## src/rtl/running_min_max_16_bit.sv

```systemverilog
// Windowed running minimum/maximum tracker for an unsigned 16-bit sample stream.
// Publishes per-window extremes and their first positions, then restarts.
module running_min_max_16_bit #(
  parameter int unsigned WINDOW_LENGTH = 8
) (
  input  logic        Clock_In,
  input  logic        Reset_In,
  input  logic        Clear_In,
  input  logic [15:0] Data_In,
  input  logic        Data_Valid_In,
  output logic        Ready_Out,
  output logic [15:0] Min_Out,
  output logic [15:0] Max_Out,
  output logic [15:0] Min_Index_Out,
  output logic [15:0] Max_Index_Out,
  output logic        Window_Done_Out
);

  localparam int unsigned CNT_W = (WINDOW_LENGTH > 2) ? $clog2(WINDOW_LENGTH) : 1;
  localparam logic [CNT_W-1:0] LAST_COUNT = CNT_W'(WINDOW_LENGTH - 1);

  typedef enum logic [1:0] {
    IDLE  = 2'd0,
    ACCUM = 2'd1,
    DONE  = 2'd2
  } state_t;

  state_t             state_q, state_n;
  logic [CNT_W-1:0]   count_q, count_n;
  logic [15:0]        run_min_q, run_min_n;
  logic [15:0]        run_max_q, run_max_n;
  logic [CNT_W-1:0]   min_idx_q, min_idx_n;
  logic [CNT_W-1:0]   max_idx_q, max_idx_n;
  logic               load_result;
  logic               accept;

  // Ready_Out is a registered copy of (state != DONE), so it doubles as the accept gate.
  assign accept = Data_Valid_In & Ready_Out;

  always_comb begin
    state_n     = state_q;
    count_n     = count_q;
    run_min_n   = run_min_q;
    run_max_n   = run_max_q;
    min_idx_n   = min_idx_q;
    max_idx_n   = max_idx_q;
    load_result = 1'b0;

    unique case (state_q)
      IDLE: begin
        if (accept) begin
          run_min_n = Data_In;
          run_max_n = Data_In;
          min_idx_n = '0;
          max_idx_n = '0;
          count_n   = CNT_W'(1);
          state_n   = ACCUM;
        end
      end
      ACCUM: begin
        if (accept) begin
          if (Data_In < run_min_q) begin
            run_min_n = Data_In;
            min_idx_n = count_q;
          end
          if (Data_In > run_max_q) begin
            run_max_n = Data_In;
            max_idx_n = count_q;
          end
          if (count_q == LAST_COUNT) begin
            count_n     = '0;
            load_result = 1'b1;
            state_n     = DONE;
          end else begin
            count_n = count_q + CNT_W'(1);
          end
        end
      end
      DONE: begin
        state_n = IDLE;
      end
      default: begin
        state_n = IDLE;
      end
    endcase

    // Abort overrides any same-cycle accept; a pulse already registered still completes.
    if (Clear_In) begin
      state_n     = IDLE;
      count_n     = '0;
      run_min_n   = '0;
      run_max_n   = '0;
      min_idx_n   = '0;
      max_idx_n   = '0;
      load_result = 1'b0;
    end
  end

  always_ff @(posedge Clock_In) begin
    if (Reset_In) begin
      state_q         <= IDLE;
      count_q         <= '0;
      run_min_q       <= '0;
      run_max_q       <= '0;
      min_idx_q       <= '0;
      max_idx_q       <= '0;
      Ready_Out       <= 1'b1;
      Window_Done_Out <= 1'b0;
      Min_Out         <= '0;
      Max_Out         <= '0;
      Min_Index_Out   <= '0;
      Max_Index_Out   <= '0;
    end else begin
      state_q         <= state_n;
      count_q         <= count_n;
      run_min_q       <= run_min_n;
      run_max_q       <= run_max_n;
      min_idx_q       <= min_idx_n;
      max_idx_q       <= max_idx_n;
      Ready_Out       <= (state_n != DONE);
      Window_Done_Out <= (state_n == DONE);
      if (load_result) begin
        Min_Out       <= run_min_n;
        Max_Out       <= run_max_n;
        Min_Index_Out <= 16'(min_idx_n);
        Max_Index_Out <= 16'(max_idx_n);
      end
    end
  end

endmodule
```

## config.mk

```make
export PLATFORM = sky130hd
export DESIGN_NAME = running_min_max_16_bit
export DESIGN_NICKNAME = d
export VERILOG_FILES = /design/src/rtl/running_min_max_16_bit.sv
export SDC_FILE = /design/constraint.sdc
export NUM_CORES = 1
export LEC_CHECK = 0
export ABC_CLOCK_PERIOD_IN_PS = 6700
export CAP_MARGIN = 20
export CELL_PAD_IN_SITES_DETAIL_PLACEMENT = 1
export CELL_PAD_IN_SITES_GLOBAL_PLACEMENT = 1
export CORE_MARGIN = 2
export CORE_UTILIZATION = 30
export CTS_CLUSTER_DIAMETER = 150
export DETAILED_ROUTE_END_ITERATION = 8
export PLACE_DENSITY_LB_ADDON = 0.1
export SYNTH_ARGS = -nofsm -noshare
export SYNTH_HDL_FRONTEND = slang
export SYNTH_SLANG_ARGS = --single-unit
```

## constraint.sdc

```tcl
create_clock -name Clock_In -period 6.7 [get_ports Clock_In]
set_input_delay 1.34 -clock Clock_In [delete_from_list [all_inputs] [get_ports Clock_In]]
set_output_delay 1.34 -clock Clock_In [all_outputs]
set_load 0.01 [all_outputs]
```

==> flow_metrics.py, run 1 <==
metrics = {
    "die": {
        "num_io_pins": 86,
        "rows": 45,
        "fp.dieArea_um2": 16400,
        "dieHeight_um": 128,
        "die_w_um": 128,
        "start_util_pct": 30.5,
        "coreArea_um2": 15100,
    },
    "min_path": {
        "min_path_type": "reg2reg",
    },
    "drt": {
        "met1_length_um": 7120,
        "highest_layer": "met4",
        "finalWirelength_um": 15300,
        "drcViolationCount": 0,
        "wl_met3_um": 543,
        "drtPass1Iterations": 4,
        "vias": 4303,
        "vias_per_cell": 5.52,
        "wl_met2_um": 7370,
        "ant_nets": 0,
        "drtIter0Drc": 230,
        "avgRoutedWirePerCell_um": 19.6,
    },
    "run_status": {
        "status": "complete, no violations",
    },
    "timing": {
        "min_period_ps": 3960,
        "setup_ws_ps": 2740,
        "finalMaxSlewViolations": 0,
        "max_freq_mhz": 253,
        "grt_setup_unrepaired": "no",
        "hold_viol": 0,
        "tns_ps": 0,
        "maxSlewHeadroom_pct": 34.0,
        "skew_ps": 7.74,
        "fin_crit_sh_pct": 59.1,
        "worst_pin_slew_ps": 989,
        "hold_slack_ps": 466,
        "setup_viol": 0,
    },
    "power": {
        "clock_power_share_pct": 41.7,
        "combPwrFrac_pct": 15.2,
        "p_leak_nw": 1.95,
        "powerDensity_nw_per_um2": 215,
        "switching_share_pct": 27.6,
        "power.total_mw": 1.19,
        "peakVddDrop_v": 0.000119,
        "p_sw_uw": 329,
        "power_frac_seq_pct": 43.1,
        "p_int_uw": 863,
    },
    "synth": {
        "synth_top_family_by_area": "compound AO/OA/AOI/OAI gates",
        "synth_compound_area_share_pct": 29.9,
        "synth-seq-cells": 83,
        "ys_top_cells_by_area": "dfxtp_1 (36%), ha_1 (9.0%), o21ai_0 (4.8%)",
        "avgSynthCellArea_um2": 8.45,
        "yosys-top-cells-count": "dfxtp_1 (83), o21ai_0 (44), nor2_1 (42)",
        "ys_seq_area_share_pct": 36.1,
        "synth_cells": 545,
        "async_reset_ff_share_pct": 0,
        "synth_mux_area_share_pct": 3.91,
        "synthMostInstantiatedCell": "dfxtp_1",
        "ys_warn_count": 0,
        "yosysUniqueCellTypes": 48,
        "synthFlopType": "dfxtp_1",
        "synthSimpleGateAreaFrac_pct": 10.4,
        "synth-edff-count": 0,
        "yosysTopAreaCellShare_pct": 36.1,
        "synth_area_um2": 4600,
        "synth_top_cell_by_area": "dfxtp_1",
        "synth_xor_area_share_pct": 0,
        "synthAdderAreaFrac_pct": 8.97,
    },
    "cells_and_area": {
        "fillers": 1778,
        "final_util_pct": 36.8,
        "diodes": 0,
        "nets": 641,
        "stdcell_area_um2": 5550,
        "syn_to_final_growth_pct": 20.6,
        "layout.cells.non_filler": 779,
        "layout-drive-gt1-share_pct": 5.92,
    },
    "clocking": {
        "cts_tree": "built",
        "cts_resized": 0,
        "clockBufferDepth": 2,
        "ctsHoldBuffers": 0,
        "postCtsSetupBuffers": 0,
        "h-tree-depth": 3,
        "cts_buffers": 9,
        "cts_sinks": 83,
        "cts.root.buffer_cell": "clkbuf_16",
        "clk_latency_ps": 350,
        "clk_pin_slew_ps": 60,
    },
    "critical_path": {
        "required_ps": 6950,
        "cp.arrival_ps": 4210,
        "crit_path_max_fanout": 16,
        "end_kind": "flip-flop",
        "crit_type": "in2reg",
        "startpoint_type": "input pin",
        "rrSetupSlack_ps": 3930,
    },
    "placement": {
        "placed_area_um2": 5270,
        "gp_congestion": 0.786,
        "place_ws_ps": 2390,
        "dp_cells": 765,
        "io_buffers": 59,
        "dp_hpwl_um": 10600,
    },
    "global_routing": {
        "grt_pass1_vias": 4492,
        "grt_max_degree": 41,
        "track_usage_pct": 19.6,
        "grt_pass1_wl_um": 24700,
        "antenna_found_initial": 0,
        "gr-total-overflow": 0,
    },
    "run": {
        "maxCapViolCount": 0,
    },
}
## placed cells by master (no fill, tap or decap), types with 10 or more instances in the layout
master,count
o22ai_1,26
nand2_1,19
nand3_1,23
a221o_1,11
o21ai_0,44
mux2i_1,18
dfxtp_1,83
buf_4,10
nor2_1,40
clkdlybuf4s50_1,59
conb_1,26
a31oi_1,27
a221oi_1,16
a21oi_1,34
ha_1,33
inv_1,37
a211oi_1,19
## power groups by stage
stage	Clock (mW)	Combinational [mW]	Sequential [mW]
final	0.497	0.181	0.514
after global placement	0	0.177	0.524
after global routing	0.534	0.203	0.516
after detailed placement	0	0.181	0.525
after floorplan	0	0.132	0.522
after CTS	0.510	0.182	0.514
## layout make-up
| cell class | instances | area [um2] | share of cell area, % |
|---|---|---|---|
| inverter | 38 | 143 | 2.57 |
| tap | 188 | 235 | 4.24 |
| timing repair buffer | 70 | 677 | 12.2 |
| multi-input combinational | 386 | 2550 | 46.0 |
| clock inverter | 3 | 40.0 | 0.721 |
| sequential | 83 | 1660 | 29.9 |
| clock buffer | 11 | 243 | 4.37 |
## path summary, 6_finish.rpt
path	startpoint	cells after the start	to
max	Data_In[9]	9	Min_Out[1]
min	Max_Index_Out[1]	2	Max_Index_Out[1]
max reg2reg	state_q[1]	7	Min_Index_Out[0]
min reg2reg	Max_Index_Out[1]	2	Max_Index_Out[1]
## worst max-delay path, stage by stage
cell	delay [ps]
clkdlybuf4s50_1	640
ha_1	310
a21o_1	160
a21o_1	180
a211o_1	310
a22oi_1	510
buf_4	340
nand3_1	130
a311oi_1	290
## per-layer routing
layer  vias up  track usage [%]
li1       2084                -
met1      2121             25.2
met2        85             33.2
met3        13             2.67
met4         0             7.69
met5         -                0
## cells by family after synthesis
family / after synthesis
AO/OA/AOI/OAI: 206
AND/OR/NAND/NOR: 103
buffers and inverters: 101
flip-flops: 83
adder cells (fa/ha/maj): 33
multiplexers: 18
other: 1
## sequential cells by signal, summed over array words and instances, names as in the netlist, 2 cells and up
| signal | flops |
|---|---|
| Max_Index_Out | 3 |
| Min_Index_Out | 3 |
| count_q | 3 |
| run_min_q | 16 |
| Max_Out | 16 |
| Min_Out | 16 |
| min_idx_q | 3 |
| run_max_q | 16 |
| max_idx_q | 3 |
| state_q | 2 |
Note: power is estimated with default switching activity, not from simulation.
==> inputs of run 2 (changes only) <==
Settings changed: ABC_CLOCK_PERIOD_IN_PS 6700 to 4000.
Clock period 6.7 ns to 4 ns, I/O delays scaled along.
==> run 2 against run 1 <==
- sequential power is 68% higher
- non-clock buffer count is 15 higher
- highest routed layer unchanged
- utilization is 1.1 points higher
==> flow_metrics.py, run 2 (synthesis results as in run 1) <==
metrics = {
    "drt": {
        "avgRoutedWirePerCell_um": 20.2,
        "ant_nets": 0,
        "drtIter0Drc": 204,
        "vias_per_cell": 5.53,
        "vias": 4401,
        "drcViolationCount": 0,
        "drtPass1Iterations": 4,
        "finalWirelength_um": 16100,
    },
    "critical_path": {
        "cp_common_cell": "a221oi_1",
        "crit_chain": "clkdlybuf4s50_1 -> ha_1 -> a21oi_1 -> o21ai_0 -> a221oi_1 -> a211oi_4 -> buf_8 -> mux2i_1 -> a221oi_1",
        "required_ps": 4250,
        "crit_type": "in2reg",
        "crit_path_max_fanout": 10,
        "end_kind": "flip-flop",
        "cp_slowest_cell": "a211oi_4",
        "slowest_delay_ps": 690,
        "startpoint_type": "input pin",
        "cp.arrival_ps": 3580,
    },
    "clocking": {
        "cts_buffers": 9,
        "clockBufferDepth": 2,
        "ctsHoldBuffers": 0,
        "cts_tree": "built",
        "postCtsSetupBuffers": 0,
        "clk_pin_slew_ps": 60,
        "cts_sinks": 83,
        "h-tree-depth": 3,
        "cts.root.buffer_cell": "clkbuf_16",
        "cts_resized": 0,
        "clk_latency_ps": 350,
    },
    "die": {
        "start_util_pct": 30.5,
        "dieHeight_um": 128,
        "coreArea_um2": 15100,
        "fp.dieArea_um2": 16400,
        "num_io_pins": 86,
        "die_w_um": 128,
        "rows": 45,
    },
    "cells_and_area": {
        "nets": 656,
        "final_cell_mix": "dfxtp_1 (83), clkdlybuf4s50_1 (59), o21ai_0 (44), nor2_1 (41), inv_1 (37)",
        "layout-drive-gt1-share_pct": 8.39,
        "layout.cells.non_filler": 796,
        "final_common_cell": "dfxtp_1",
        "diodes": 0,
        "syn_to_final_growth_pct": 24.1,
    },
    "timing": {
        "grt_setup_unrepaired": "no",
        "fin_crit_sh_pct": 83.3,
        "worst_pin_slew_ps": 718,
        "skew_ps": 5.47,
        "tns_ps": 0,
        "maxSlewHeadroom_pct": 51.9,
        "max_freq_mhz": 300,
        "setup_viol": 0,
        "finalMaxSlewViolations": 0,
        "min_period_ps": 3330,
        "hold_viol": 0,
    },
    "global_routing": {
        "grt_pass1_vias": 4640,
        "gr-total-overflow": 0,
        "antenna_found_initial": 0,
        "grt_max_degree": 32,
        "grt_pass1_wl_um": 25500,
        "track_usage_pct": 20.3,
    },
    "power": {
        "powerDensity_nw_per_um2": 370,
        "power.total_mw": 2.12,
        "p_leak_nw": 2.04,
        "peakVddDrop_v": 0.000214,
    },
    "placement": {
        "dp_cells": 780,
        "gp_congestion": 0.786,
        "io_buffers": 59,
        "dp_hpwl_um": 11000,
    },
    "run_status": {
        "status": "complete, no violations",
    },
    "min_path": {
        "min_path_type": "reg2reg",
    },
    "run": {
        "maxCapViolCount": 0,
    },
}
==> run 2: area by class of cell <==
cell class | instances | area [um2]
repair buffers | 85 | 793
well taps | 188 | 235
multi-input cells | 386 | 2550
flip-flops and latches | 83 | 1660
clock inverters | 4 | 72.6
clock buffers | 12 | 256
inverters | 38 | 143
fillers | 1776 | 9380
==> run 2: stage by stage <==
stage | worst slack, ps | util [%] | hold slack, ps | cell area, um2
6_report | 666 | 37.9 | 484 | 5710
5_1_grt | 526 | 37.9 | 519 | 5710
4_1_cts | 704 | 37.9 | 486 | 5710
3_5_place_dp | 329 | 35.7 | 477 | 5380
3_3_place_gp | 51.7 | 35.6 | 448 | 5370
2_1_floorplan | 1270 | - | 451 | 4700
==> run 2: layer usage <==
metal	part of all wire [%]	up-vias	global-route usage (%)
met2	51	93	35.6
met4	1.5	0	6.01
met1	43	2182	24.5
met3	3.6	15	5.13
li1	-	2111	-
met5	0	-	0
==> run 2: worst paths after layout <==
path         cells past startpoint          from             to  slack [ps]
min                              2  min_idx_q[1]   min_idx_q[1]         480
min reg2reg                      2  min_idx_q[1]   min_idx_q[1]         480
max reg2reg                      9  run_max_q[7]  run_max_q[10]        1230
max                              9    Data_In[5]  run_max_q[10]         670
==> run 2: power breakdown <==
group | internal [mW] | switching (mW) | leakage, nW
clock | 0.580 | 0.351 | 0.159
sequential | 0.845 | 0.0165 | 0.673
combinational | 0.119 | 0.204 | 1.21
total | 1.54 | 0.572 | 2.04
==> run 2: worst max-delay path: cells and delay by family <==
kind / cells / cell delay (ps)
buf+inv: 2 / 760
mux: 1 / 110
compound gates: 5 / 1580
fa+ha+maj: 1 / 340
